==> src/rtl/spi_frame_loader.sv <==
// spi_frame_loader
//   SPI slave that streams words between an external host and a single-port
//   frame RAM. A frame is bounded by spi_ss low. The first byte is a command:
//   0xF0 writes, 0xF8 reads, and anything else makes the slave ignore the
//   rest of the frame. After the command, data words auto-increment the
//   address pointer from 0. Read data is prefetched one word ahead.
//
// Ports
//   clk, rst             system clock; asynchronous active-high reset
//   spi_sclk/ss/mosi     raw SPI pins (asynchronous to clk)
//   spi_miso             registered serial read data, MSB first
//   mem_addr/wdata       RAM address and write data
//   mem_we, mem_re       one-cycle write and read strobes
//   mem_rdata            RAM read data, valid the cycle after mem_re
//   busy                 frame in progress
//   frame_done           pulse at the end of a write frame that stored data
module spi_frame_loader #(
   parameter int DATA_WIDTH  = 8,
   parameter int ADDR_WIDTH  = 10,
   parameter int CPOL        = 0,
   parameter int CPHA        = 0,
   parameter int SYNC_STAGES = 2
) (
   input  logic                  clk,
   input  logic                  rst,
   input  logic                  spi_sclk,
   input  logic                  spi_ss,
   input  logic                  spi_mosi,
   output logic                  spi_miso,
   output logic [ADDR_WIDTH-1:0] mem_addr,
   output logic [DATA_WIDTH-1:0] mem_wdata,
   output logic                  mem_we,
   output logic                  mem_re,
   input  logic [DATA_WIDTH-1:0] mem_rdata,
   output logic                  busy,
   output logic                  frame_done
);

   localparam int   CW          = $clog2(DATA_WIDTH + 1);
   localparam logic CPOL_L      = (CPOL != 0);
   localparam logic SAMPLE_FALL = (CPOL != 0) ^ (CPHA != 0);

   typedef enum logic [2:0] {IDLE, CMD, WRITE, READ, IGNORE} state_t;

   state_t                  state;
   logic [SYNC_STAGES-1:0]  sclk_sync, ss_sync, mosi_sync;
   logic                    sclk_hist, ss_hist;
   logic                    armed;
   logic [CW-1:0]           cnt;
   logic [DATA_WIDTH-1:0]   rx, tx;
   logic [ADDR_WIDTH-1:0]   ptr;
   logic                    wrote;
   logic                    re_pend;

   logic                    sclk_s, ss_s, mosi_s;
   logic                    sclk_rise, sclk_fall, ss_rise, ss_fall;
   logic                    sample_edge, shift_edge;
   logic [DATA_WIDTH-1:0]   word_in;
   logic                    word_last, cmd_last;

   assign sclk_s      = sclk_sync[SYNC_STAGES-1];
   assign ss_s        = ss_sync[SYNC_STAGES-1];
   assign mosi_s      = mosi_sync[SYNC_STAGES-1];
   assign sclk_rise   = sclk_s & ~sclk_hist;
   assign sclk_fall   = ~sclk_s & sclk_hist;
   assign ss_rise     = ss_s & ~ss_hist;
   assign ss_fall     = ~ss_s & ss_hist;
   assign sample_edge = SAMPLE_FALL ? sclk_fall : sclk_rise;
   assign shift_edge  = SAMPLE_FALL ? sclk_rise : sclk_fall;
   assign word_in     = {rx[DATA_WIDTH-2:0], mosi_s};
   assign word_last   = (cnt == CW'(DATA_WIDTH - 1));
   assign cmd_last    = (cnt == CW'(7));

   always_ff @(posedge clk or posedge rst) begin
      if (rst) begin
         sclk_sync  <= {SYNC_STAGES{CPOL_L}};
         // ss resets low so a frame already running at reset release shows
         // no falling edge; armed then keeps IDLE deaf until ss has been high.
         ss_sync    <= '0;
         mosi_sync  <= '0;
         sclk_hist  <= CPOL_L;
         ss_hist    <= 1'b0;
         armed      <= 1'b0;
         state      <= IDLE;
         cnt        <= '0;
         rx         <= '0;
         tx         <= '0;
         ptr        <= '0;
         wrote      <= 1'b0;
         re_pend    <= 1'b0;
         spi_miso   <= 1'b0;
         mem_addr   <= '0;
         mem_wdata  <= '0;
         mem_we     <= 1'b0;
         mem_re     <= 1'b0;
         busy       <= 1'b0;
         frame_done <= 1'b0;
      end else begin
         sclk_sync  <= {sclk_sync[SYNC_STAGES-2:0], spi_sclk};
         ss_sync    <= {ss_sync[SYNC_STAGES-2:0], spi_ss};
         mosi_sync  <= {mosi_sync[SYNC_STAGES-2:0], spi_mosi};
         sclk_hist  <= sclk_s;
         ss_hist    <= ss_s;
         if (ss_s) armed <= 1'b1;
         mem_we     <= 1'b0;
         mem_re     <= 1'b0;
         frame_done <= 1'b0;
         re_pend    <= mem_re;

         // ss rise wins over any sample edge in the same cycle; a partial
         // word is simply dropped.
         if (state != IDLE && ss_rise) begin
            state      <= IDLE;
            busy       <= 1'b0;
            spi_miso   <= 1'b0;
            cnt        <= '0;
            frame_done <= (state == WRITE) && wrote;
            wrote      <= 1'b0;
         end else begin
            case (state)
               IDLE: begin
                  if (ss_fall && armed) begin
                     state <= CMD;
                     cnt   <= '0;
                     busy  <= 1'b1;
                  end
               end
               CMD: begin
                  if (sample_edge) begin
                     rx  <= word_in;
                     cnt <= cnt + 1'b1;
                     if (cmd_last) begin
                        cnt <= '0;
                        ptr <= '0;
                        case (word_in[7:0])
                           8'hF0: state <= WRITE;
                           8'hF8: begin
                              state    <= READ;
                              mem_re   <= 1'b1;
                              mem_addr <= '0;
                           end
                           default: state <= IGNORE;
                        endcase
                     end
                  end
               end
               WRITE: begin
                  if (sample_edge) begin
                     rx  <= word_in;
                     cnt <= cnt + 1'b1;
                     if (word_last) begin
                        cnt       <= '0;
                        mem_we    <= 1'b1;
                        mem_addr  <= ptr;
                        mem_wdata <= word_in;
                        ptr       <= ptr + 1'b1;
                        wrote     <= 1'b1;
                     end
                  end
               end
               READ: begin
                  // tx holds the bits not yet on the pin. With CPHA=0 the
                  // MSB goes out at load time, so the trailing edge right
                  // after a word boundary (cnt==0) must not advance.
                  if (re_pend) begin
                     if (CPHA == 0) begin
                        spi_miso <= mem_rdata[DATA_WIDTH-1];
                        tx       <= {mem_rdata[DATA_WIDTH-2:0], 1'b0};
                     end else begin
                        tx       <= mem_rdata;
                     end
                  end else if (shift_edge && (CPHA != 0 || cnt != '0)) begin
                     spi_miso <= tx[DATA_WIDTH-1];
                     tx       <= {tx[DATA_WIDTH-2:0], 1'b0};
                  end
                  if (sample_edge) begin
                     cnt <= cnt + 1'b1;
                     if (word_last) begin
                        cnt      <= '0;
                        ptr      <= ptr + 1'b1;
                        mem_addr <= ptr + 1'b1;
                        mem_re   <= 1'b1;
                     end
                  end
               end
               IGNORE: ;
               default: state <= IDLE;
            endcase
         end
      end
   end

endmodule

==> config.mk <==
export PLATFORM = sky130hd
export DESIGN_NAME = spi_frame_loader
export DESIGN_NICKNAME = d
export VERILOG_FILES = /design/src/rtl/spi_frame_loader.sv
export SDC_FILE = /design/constraint.sdc
export NUM_CORES = 1
export LEC_CHECK = 0
export ABC_AREA = 1
export CAP_MARGIN = 20
export CORE_AREA = 3 3 75 148
export DETAILED_ROUTE_END_ITERATION = 10
export DIE_AREA = 0 0 78 151
export GPL_TIMING_DRIVEN = 1
export PLACE_DENSITY_LB_ADDON = 0.1
export SYNTH_ARGS = -nofsm -noshare
export SYNTH_HDL_FRONTEND = slang
export SYNTH_SLANG_ARGS = --single-unit
==> constraint.sdc <==
create_clock -name clk -period 2.4 [get_ports clk]
set_input_delay 0.36 -clock clk [delete_from_list [all_inputs] [get_ports clk]]
set_output_delay 0.36 -clock clk [all_outputs]
set_load 0.005 [all_outputs]
### Yosys cells after proc, flatten, opt, wreduce, memory -nomap -nowiden

Cells that the tools add are included.

| storage, ports and cells | value |
|---|---|
| bits in registers | 66 |
| bits in latches | 0 |
| memory bits (writable) | 0 |
| bits in read-only memories | 0 |
| input bits | 13 |
| output and inout bits | 23 |
| memories kept | 0 |

| cells by class | value |
|---|---|
| add/subtract/negate cells | 2 |
| multipliers | 0 |
| divide/modulo/power cells | 0 |
| magnitude comparators | 0 |
| eq/ne operators | 21 |
| shift operators | 0 |
| muxes and demuxes | 45 |
| bitwise logic cells | 9 |
| reduce and logical (&&, ||, !) cells | 32 |

Operator list:

| kind | number |
|---|---|
| 10-bit two-way mux | 9 |
| 10-bit case mux with 3 select lines | 1 |
| 1-bit two-way mux | 20 |
| 10-bit case mux with 2 select lines | 1 |
| 8-bit == test, second input constant | 2 |
| 4-bit two-way mux | 4 |
| 8-bit two-way mux | 2 |
| 2-bit nonzero test | 8 |
| 2-bit != test, second input constant | 7 |
| 3-bit two-way mux | 4 |
| 3-bit AND reduction | 4 |
| 3-bit nonzero test | 4 |
| 10-bit by 1-bit adder with 10-bit output, second input constant | 1 |
| 3-bit != test, second input constant | 3 |
| 3-bit case mux with 3 select lines | 1 |
| 9-bit AND reduction | 1 |
| 4-bit case mux with 2 select lines | 1 |
| 4-bit AND reduction | 2 |
| 3-bit by 2-bit == test with 1-bit output, second input constant | 2 |
| 2-bit by 1-bit != test with 1-bit output, second input constant | 3 |
| 3-bit case mux with 2 select lines | 1 |
| 6-bit AND reduction | 1 |
| 3-bit OR reduction | 2 |
| 1-bit NOT | 5 |
| other kinds (12) | 20 |

### Longest topological paths before layout

Gate-level depths: netlist of run 1.

| depth | value |
|---|---|
| word-level depth | 7 |
| gate-level depth with buffers | 9 |
| gate-level depth less buffers | 9 |

### Least setup slack after synthesis of run 1

OpenSTA, ideal clock, no wires.

| timing | value |
|---|---|
| path kind | reg2reg |
| start point | reg cnt[0] |
| end point | reg mem_wdata[0] |
| library setup time | 0.123 ns |
| data arrival time | 1.398 ns |
| data required time | 2.277 ns |
| path slack | 0.879 ns |
| cell stages (with the launch flop) | 10 |
| period minus slack after synthesis | 1.521 ns |
| cells stage by stage | dfrtp_1 > ha_1 > nand2_1 > nor2_1 > nand2_1 > inv_1 > nand3_2 > buf_2 > nand2_1 > o21ai_1 |

| on the way | value |
|---|---|
| word-level cells in the longest chain between the ends | 2 |

Ends and longest elaborated chain:

| element | RTL line | text |
|---|---|---|
| start: declaration | 49 | `logic [CW-1:0] cnt;` |
| start signal: assignment | 131 | `cnt <= cnt + 1'b1;` |
| start signal: assignment | 150 | `cnt <= cnt + 1'b1;` |
| start signal: assignment | 177 | `cnt <= cnt + 1'b1;` |
| 4-bit by 3-bit == test with 1-bit output | 71 | `assign word_last = (cnt == CW'(DATA_WIDTH - 1));` |
| 4-bit AND reduction (no line) | - |  |
| end signal: assignment | 155 | `mem_wdata <= word_in;` |
| end: declaration | 31 | `output logic [DATA_WIDTH-1:0] mem_wdata,` |

Every way passes these cells.
A chain may end at the register's enable or synchronous reset.

### Worst setup path in the final report of run 1

| timing | value |
|---|---|
| start point | reg cnt[0] |
| end point | reg mem_addr[3] |

| on the way | value |
|---|---|
| word-level cells in the longest chain between the ends | 3 |

Ends and longest elaborated chain:

| element | RTL line | text |
|---|---|---|
| 4-bit by 3-bit == test with 1-bit output (*) | 71, 72 |  |
| 2-bit != test (no line) | - |  |
| 9-bit AND reduction (no line) (*) | - |  |
| end signal: assignment | 154 | `mem_addr <= ptr;` |
| end signal: assignment | 181 | `mem_addr <= ptr + 1'b1;` |
| end: declaration | 30 | `output logic [ADDR_WIDTH-1:0] mem_addr,` |

Every way passes the cells marked *; elsewhere a longest branch is shown, timed or not.

==> reports/metrics.cfg, run 1 <==
[run_status]
status = finished clean

[routing]
routed_wl_um = 7070
via_count = 2403
dr.pass1.iters = 4
dr.first_iter.drc_count = 99
wire_per_inst_um = 13.4
routed_via_density = 4.56
postRouteAntennaNets = 0
drc = 0

[worst_setup_path]
cp.required_ps = 2670
cp_max_fo = 15
regToRegSetupSlack_ps = 480
critPathArrivalTime_ps = 2190
ff2ff_path_depth = 9
worstSetupStartpointType = flip-flop
reg2reg_to = mem_addr[3]
critPathKind = flip-flop to flip-flop
timing.rr.start = cnt[0]
crit_end = mem_addr[3]
end_kind = flip-flop
worstSetupStartpoint = cnt[0]

[grt]
grt_max_degree = 66
grt_overflow_total = 0
antenna_found_initial = 0
grt_pass1_wl_um = 11700
grt.total_usage_pct = 13.2
grt_pass1_vias = 2365

[timing]
rsz0062_at_grt = no
setup_tns_ps = 0
fin_skew_ps = 6.12
period_share_pct = 80.1
slew_viol_final = 0
hold_viol = 0
hold_ws_ps = 349
clock.fmax_ghz = 0.520
setup_viol = 0
worst_pin_slew_ps = 476
relSlewSlack_pct = 68.1
fin_crit_ps = 1920

[worst_hold_path]
holdCritPathClass = flip-flop to flip-flop

[logic_synthesis]
synthDistinctLibCells = 29
avgSynthCellArea_um2 = 8.66
ys_ff_latch = 65
yosys_warnings = 0
synth-async-reset-ratio_pct = 100
syn_nets = 363
yosysSeqAreaShare_pct = 54.1
synthCells = 347
syn-cell-area_um2 = 3010
synth_edf_count = 0
synthFlopType = dfrtp_1

[die]
initial_core_util_pct = 29.6
die_h_um = 151
die_w_um = 78
core_area_um2 = 10100
pin_count = 36
dieArea_um2 = 11800
fp-row-count = 52

[power_and_ir_drop]
irDropWorstVdd_mv = 0.459
pwr_density_cell_nw_per_um2 = 816
leakage_uw = 0.00176

[finish]
drive_above_1_share_pct = 10.5
areaGrowthSynthToFinish_pct = 27.1
layout_commonest_cell = nand2_1
fin_nets = 403
layout_common_cells = nand2_1, dfrtp_1, clkdlybuf4s50_1, inv_1, nand3_1
n_antenna_cell = 0
final_cells = 527
final_util_pct = 37.6

[clock_network]
cts_resized = 0
clk_pin_slew_ps = 60
cts_tree = yes
cts.hold.buffers_added = 0
clkSinkCount = 65
clkLatencyLatePin_ps = 330
cts.path.max_buffers = 2
clockRootBuffer = clkbuf_16
post_cts_buffers = 0
cts_buffers = 9
htreeDepth = 3

[placement]
dp_hpwl_um = 5180
post-place-cells = 511
port-buffer-count = 35
place_congestion = 0.827

[run]
max_cap_viol_count = 0

-- Yosys cell counts (6+ instances only) --
master   count  area share, %
nand4_1      6            1.2
nand3_1     25            4.2
o21ai_2      7            2.0
mux2i_1      7            2.3
inv_2        7           0.87
nand2_1    103             13
buf_2        6            1.0
o21ai_1     18            3.0
inv_1       32            4.0
o21ai_0     21            3.5
nor2_1      19            2.4
dfrtp_1     65             54
-- state kept, by name, summed over array words and instances, names as in the netlist, 2 cells and up --
name       flops
tx             7
mem_addr      10
ptr           10
state          3
mosi_sync      2
rx             7
sclk_sync      2
ss_sync        2
cnt            4
mem_wdata      8
-- cell families (layout without fill, tap and decap cells) --
family | count (synthesis) | after routing | synth area share (%)
AND/OR/NAND/NOR | 165 | 165 | 24.4
flip-flops | 65 | 65 | 54.1
AO/OA/AOI/OAI | 57 | 57 | 10.7
buffers and inverters | 47 | 92 | 6.37
multiplexers | 7 | 7 | 2.33
adder cells (fa/ha/maj) | 3 | 3 | 1.25
XOR/XNOR | 3 | 3 | 0.874
-- worst max-delay path, cell delays in order, from the launching register on --
cell	delay, ps
dfrtp_1	380
ha_1	190
nand2_1	70
nor2_1	130
nand2_1	160
nor2_4	360
nand2_2	250
inv_2	170
nand2_1	70
nand2_1	70
-- stage by stage --
stage | worst slack (ps) | total power [uW] | cell area, um2
6_report | 477 | 3120 | 3820
5_1_grt | 185 | 3300 | 3820
4_1_cts | 436 | 3180 | 3820
3_5_place_dp | 449 | 1770 | 3510
3_3_place_gp | 525 | 1770 | 3510
2_1_floorplan | 414 | 1630 | 3010
-- area by class of cell --
type	instances	area (um2)
Clock buffer	11	233
Timing Repair Buffer	37	378
Multi-Input combinational cell	235	1190
Sequential cell	65	1630
Fill cell	1112	6330
Inverter	39	146
Tap cell	135	169
Clock inverter	5	80.1
-- where the power goes --
group / switching [uW] / internal (uW) / total (uW)
sequential: 82.4 / 1190 / 1270
clock: 473 / 907 / 1380
combinational: 306 / 163 / 470
total: 862 / 2260 / 3120
-- routing by layer --
metal / vias to the layer above / track usage (%) / part of all wire (%)
met5: - / 0 / 0
li1: 1207 / - / -
met3: 15 / 2.50 / 2.7
met4: 0 / 8.14 / 3.6
met1: 1135 / 13.8 / 37
met2: 46 / 23.8 / 57
-- worst min path at each step --
stage,to,slack [ps],from,cells past startpoint
finish,ss_sync[1],350,ss_sync[0],0
global route,ss_sync[1],360,ss_sync[0],0
CTS,ss_sync[1],350,ss_sync[0],0
detailed placement,sclk_sync[1],340,sclk_sync[0],0
global placement,mosi_sync[1],330,mosi_sync[0],0
floorplan,mosi_sync[1],330,mosi_sync[0],0
Power figures use the tool's default switching activity.
==> run 2, diff against run 1 <==
==> constraint.sdc (replaced) <==
create_clock -name clk -period 1.9 [get_ports clk]
set_input_delay 0.285 -clock clk [delete_from_list [all_inputs] [get_ports clk]]
set_output_delay 0.285 -clock clk [all_outputs]
set_load 0.005 [all_outputs]
==> run 2 against run 1 <==
Compared with the run above:
- utilization increased by 0.39 points
- global-route usage increased by 0.59 points
- sequential share of layout area down 0.44 points
- final cell count increased by 1.5%
- clock skew up 1.4 ps
- non-clock buffer count grew 8
- maximum frequency grew 13%
- largest cell class unchanged
==> reports/metrics.cfg, run 2 (same netlist as run 1, synthesis figures left out) <==
[timing]
slew_viol_final = 0
clock.fmax_ghz = 0.587
relSlewSlack_pct = 68.3
setup_viol = 0
hold_viol = 0
rsz0062_at_grt = no
fin_crit_ps = 1700
setup_ws_ps = 196
setup_tns_ps = 0
worst_pin_slew_ps = 475
hold_ws_ps = 328
period_share_pct = 89.7
fin_skew_ps = 7.53

[run_status]
status = finished clean

[worst_setup_path]
critPathKind = flip-flop to flip-flop
worstSetupStartpointType = flip-flop
regToRegSetupSlack_ps = 200
path_buf_inv = 2
ff2ff_path_depth = 6
path_cells = nor3_4 -> buf_4 -> inv_2 -> o21ai_0 -> nand2_1 -> nand2_1
reg2reg_to = mem_addr[6]
end_kind = flip-flop
slowest_stage = dfrtp_1
cp_max_fo = 8
timing.rr.start = state[2]
critPathArrivalTime_ps = 1970
crit_family = simple AND/OR/NAND/NOR gates
cp_common_cell = nand2_1
max_stage_delay_ps = 490
cp.required_ps = 2170

[clock_network]
clockRootBuffer = clkbuf_16
cts.path.max_buffers = 2
clkSinkCount = 65
clk_pin_slew_ps = 50
htreeDepth = 3
cts_buffers = 9
post_cts_buffers = 0
clkLatencyLatePin_ps = 330
cts_tree = yes

[routing]
wire_per_inst_um = 13.7
routed_wl_um = 7330
drc = 0
dr.pass1.iters = 4
dr.first_iter.drc_count = 77
routed_via_density = 4.58
via_count = 2449
postRouteAntennaNets = 0

[grt]
grt.total_usage_pct = 13.8
grt_pass1_wl_um = 12200
grt_max_degree = 27
grt_pass1_vias = 2525
grt_overflow_total = 0
antenna_found_initial = 0

[run]
max_cap_viol_count = 0

[die]
dieArea_um2 = 11800
pin_count = 36
core_area_um2 = 10100
die_h_um = 151
fp-row-count = 52
initial_core_util_pct = 29.6
die_w_um = 78

[finish]
fin_nets = 411
areaGrowthSynthToFinish_pct = 28.4
final_cells = 535
layout_common_cells = nand2_1, dfrtp_1, clkdlybuf4s50_1, inv_1, nand3_1
n_antenna_cell = 0
drive_above_1_share_pct = 12.0
layout_commonest_cell = nand2_1
nFillCells = 1058
reg_top3 = mem_addr x10, ptr x10, mem_wdata x8

[power_and_ir_drop]
p_total_uw = 3730
pwr_density_cell_nw_per_um2 = 967
leakage_uw = 0.00179
irDropWorstVdd_mv = 0.580

[placement]
port-buffer-count = 35
place_congestion = 0.908
dp_slack_ps = 141
post-place-cells = 519
dp_hpwl_um = 5620

[worst_hold_path]
holdCritPathClass = input pin to async pin

[run 2: cell count changes in the layout (fill, tap and decap cells not counted), sizes merged]
cell | before | now
buf | 2 | 10
clkbuf | 11 | 14
bufinv | 2 | 0
inv | 39 | 38
[run 2: timing repair]
action / CTS / global route
hold buffers: 0 / 0
endpoints found under the hold margin: 0 / 0
resized for setup: 0 / 2
setup endpoints to repair: 0 / 15
[run 2: layout make-up]
type                    instances  area (um2)  area share (%)
repair buffers                 45         438            11.3
multi-input cells             235        1200            31.1
inverters                      39         150            3.89
flip-flops and latches         65        1630            42.1
well taps                     135         169            4.38
clock buffers                  14         264            6.84
clock inverters                 2        12.5           0.324
[run 2: layer usage]
metal | vias to the layer above | routed length, um | GRT usage (%)
li1 | 1226 | - | -
met1 | 1163 | 2750 | 13.5
met2 | 40 | 4050 | 24.9
met3 | 20 | 160 | 3.45
met4 | 0 | 380 | 9.54
met5 | - | 0 | 0
[run 2: worst max-delay path by stage]
stage | cells after the start | end | from | slack, ps
5_1_grt | 9 | mem_addr[3] | cnt[0] | 20
3_3_place_gp | 8 | mem_wdata[0] | cnt[0] | 190
3_5_place_dp | 9 | mem_wdata[7] | cnt[0] | 140
4_1_cts | 9 | mem_wdata[7] | cnt[0] | 130
6_report | 6 | mem_addr[6] | state[2] | 200
2_1_floorplan | 9 | mem_wdata[0] | cnt[0] | 380
[run 2: power breakdown]
part | leakage [uW] | internal (uW) | switching [uW]
logic | 0.000815 | 214 | 403
registers | 0.000838 | 1500 | 105
clock network | 0.000133 | 952 | 562
[run 2: per-stage QoR]
step / util [%] / instance area (um2)
floorplan: - / 3010
global placement: 35.2 / 3570
detailed placement: 35.2 / 3570
CTS: 37.9 / 3850
global route: 38.0 / 3860
finish: 38.0 / 3860
==> run 3, diff against run 2 <==
--- a/config.mk
+++ b/config.mk
@@ -5,11 +5,10 @@
 export SDC_FILE = /design/constraint.sdc
 export NUM_CORES = 1
 export LEC_CHECK = 0
-export ABC_AREA = 1
 export CAP_MARGIN = 20
-export CORE_AREA = 3 3 75 148
+export CORE_AREA = 3 3 76 150
 export DETAILED_ROUTE_END_ITERATION = 10
-export DIE_AREA = 0 0 78 151
+export DIE_AREA = 0 0 79 153
 export GPL_TIMING_DRIVEN = 1
 export PLACE_DENSITY_LB_ADDON = 0.1
 export SYNTH_ARGS = -nofsm -noshare
==> constraint.sdc (replaced) <==
create_clock -name clk -period 1.9 [get_ports clk]
set_input_delay 0.38 -clock clk [delete_from_list [all_inputs] [get_ports clk]]
set_output_delay 0.38 -clock clk [all_outputs]
set_load 0.005 [all_outputs]
==> run 3 against run 2 <==
Compared with the run above:
- worst hold slack improved by 17 ps
- synthesized cell count fell by 23%
- die area rose by 2.6%
- final cell count fell by 13%
- first-iteration DRC count rose by 23%
- maximum frequency fell by 6.1%
- routed wire length fell by 4.2%
- largest power group unchanged
==> reports/metrics.cfg, run 3 <==
[logic_synthesis]
synthDistinctLibCells = 53
synthCells = 267
syn_nets = 283
synth_top_area_share_pct = 52.5
synthFlopType = dfrtp_1
synth_edf_count = 0
yosys-top-cells-count = dfrtp_1, mux2_2, nand2_1
ys_ff_latch = 65
avgSynthCellArea_um2 = 11.6
synthTopCellsByArea = dfrtp_1, mux2_2, o31ai_1
yosysSeqAreaShare_pct = 52.5
syn-cell-area_um2 = 3100
yosys_warnings = 0
yosysMostFrequentCell = dfrtp_1
synth_top_area_cell = dfrtp_1
synth-async-reset-ratio_pct = 100

[power_and_ir_drop]
irDropWorstVdd_mv = 0.638
leakage_uw = 0.00179
pwr_density_cell_nw_per_um2 = 914

[finish]
post-route-cell-area_um2 = 4090
drive_above_1_share_pct = 27.1
n_antenna_cell = 0
layout_common_cells = dfrtp_1, clkdlybuf4s50_1, mux2_2, buf_4, nand2_1
layout_commonest_cell = dfrtp_1
fin_nets = 341
reg_top3 = mem_addr x10, ptr x10, mem_wdata x8
areaGrowthSynthToFinish_pct = 31.8

[grt]
grt_pass1_wl_um = 12200
grt.total_usage_pct = 13.0
grt_max_degree = 66
grt_overflow_total = 0
antenna_found_initial = 0
grt_pass1_vias = 2415

[worst_hold_path]
whs_path_depth = 0
hp-start = ss_sync[0]
holdCritPathClass = flip-flop to flip-flop
min_to = ss_sync[1]

[worst_setup_path]
reg2reg_to = tx[4]
timing.rr.start = cnt[0]
ff2ff_path_depth = 7
cp_max_fo = 7
critPathKind = flip-flop to flip-flop
critPathArrivalTime_ps = 2020
cp.required_ps = 2110
end_kind = flip-flop
regToRegSetupSlack_ps = 90
worstSetupStartpointType = flip-flop

[routing]
dr.pass1.iters = 4
routed_wl_um = 7020
drc = 0
postRouteAntennaNets = 0
via_count = 2216
wire_per_inst_um = 15.1
dr.first_iter.drc_count = 95
routed_via_density = 4.77

[timing]
period_share_pct = 95.5
hold_viol = 0
clock.fmax_ghz = 0.551
slew_viol_final = 0
fin_crit_ps = 1810
hold_ws_ps = 344
fin_skew_ps = 4.79
worst_pin_slew_ps = 427
setup_viol = 0
relSlewSlack_pct = 71.4

[placement]
port-buffer-count = 35
dp_hpwl_um = 4910
place_congestion = 0.728
place_area_um2 = 3760

[clock_network]
cts_buffers = 9
cts.path.max_buffers = 2
clkLatencyLatePin_ps = 320
cts_tree = yes
clkSinkCount = 65
htreeDepth = 3
clk_pin_slew_ps = 50
clockRootBuffer = clkbuf_16

[die]
pin_count = 36
die_w_um = 79
die_h_um = 153
fp-row-count = 53
dieArea_um2 = 12100
core_area_um2 = 10500
initial_core_util_pct = 29.6

[run]
max_cap_viol_count = 0

[run_status]
status = finished clean

run 3: cells by family (layout without fill, tap and decap cells):
kind of cell	count (synthesis)	count (layout)	share of synthesized area, %
xor gates and xnor gates	10	10	2.82
muxes	37	37	13.3
AOI/OAI and AO/OA	47	47	11.0
buffers and inverters	27	88	3.71
DFF	65	65	52.5
adders and majority gates	3	3	1.21
and+or+nand+nor	78	78	15.5
run 3: repair_timing:
item,CTS,global route
resized for setup,3,3
hold buffers,0,0
setup buffers,3,1
endpoints found under the setup margin,6,11
pin swaps,2,1
run 3: metal layers:
| metal | GRT usage [%] | share of wire, % | up-vias |
|---|---|---|---|
| met5 | 0 | 0 | - |
| met1 | 14.4 | 40 | 1098 |
| li1 | - | - | 1080 |
| met3 | 2.89 | 2.8 | 10 |
| met4 | 6.15 | 2.2 | 0 |
| met2 | 22.8 | 55 | 28 |
run 3: final cells by class:
cell class                      instances  area, um2
Timing Repair Buffer                   64        597
Clock buffer                           14        264
Multi-Input combinational cell        175       1390
Sequential cell                        65       1630
Fill cell                            1100       6390
Inverter                               10       41.3
Tap cell                              137        171
run 3: report_power, final:
part	switching [uW]	internal [uW]
registers	102	1490
logic	325	345
clock network	538	939
total	966	2770
run 3: worst max-delay path, cell delays in order, from the launching register on:
cell,delay (ps)
dfrtp_1,370
inv_1,70
ha_1,180
or3b_4,240
a31oi_4,90
nor4b_4,240
buf_6,170
mux2_2,330
run 3: worst max-delay path by stage:
| stage | start | slack, ps | endpoint | cells after the start |
|---|---|---|---|---|
| after global placement | cnt[0] | -20 | tx[7] | 6 |
| after detailed placement | cnt[0] | -120 | tx[4] | 6 |
| final | cnt[0] | 90 | tx[4] | 7 |
| after global routing | cnt[0] | -6 | ptr[6] | 5 |
| after floorplan | cnt[0] | 80 | tx[2] | 6 |
| after CTS | cnt[0] | 20 | tx[4] | 7 |
run 3: metrics by stage:
stage | cells | total power, uW | utilization [%] | setup TNS, ps | setup WS (ps)
floorplan | 267 | 1990 | - | 0 | 81.4
global placement | 447 | 2250 | 35.9 | -110 | -19.2
detailed placement | 447 | 2250 | 35.9 | -670 | -119
CTS | 464 | 3800 | 38.8 | 0 | 23.9
global route | 465 | 3940 | 39.0 | -5.85 | -5.85
finish | 465 | 3740 | 39.0 | 0 | 85.3
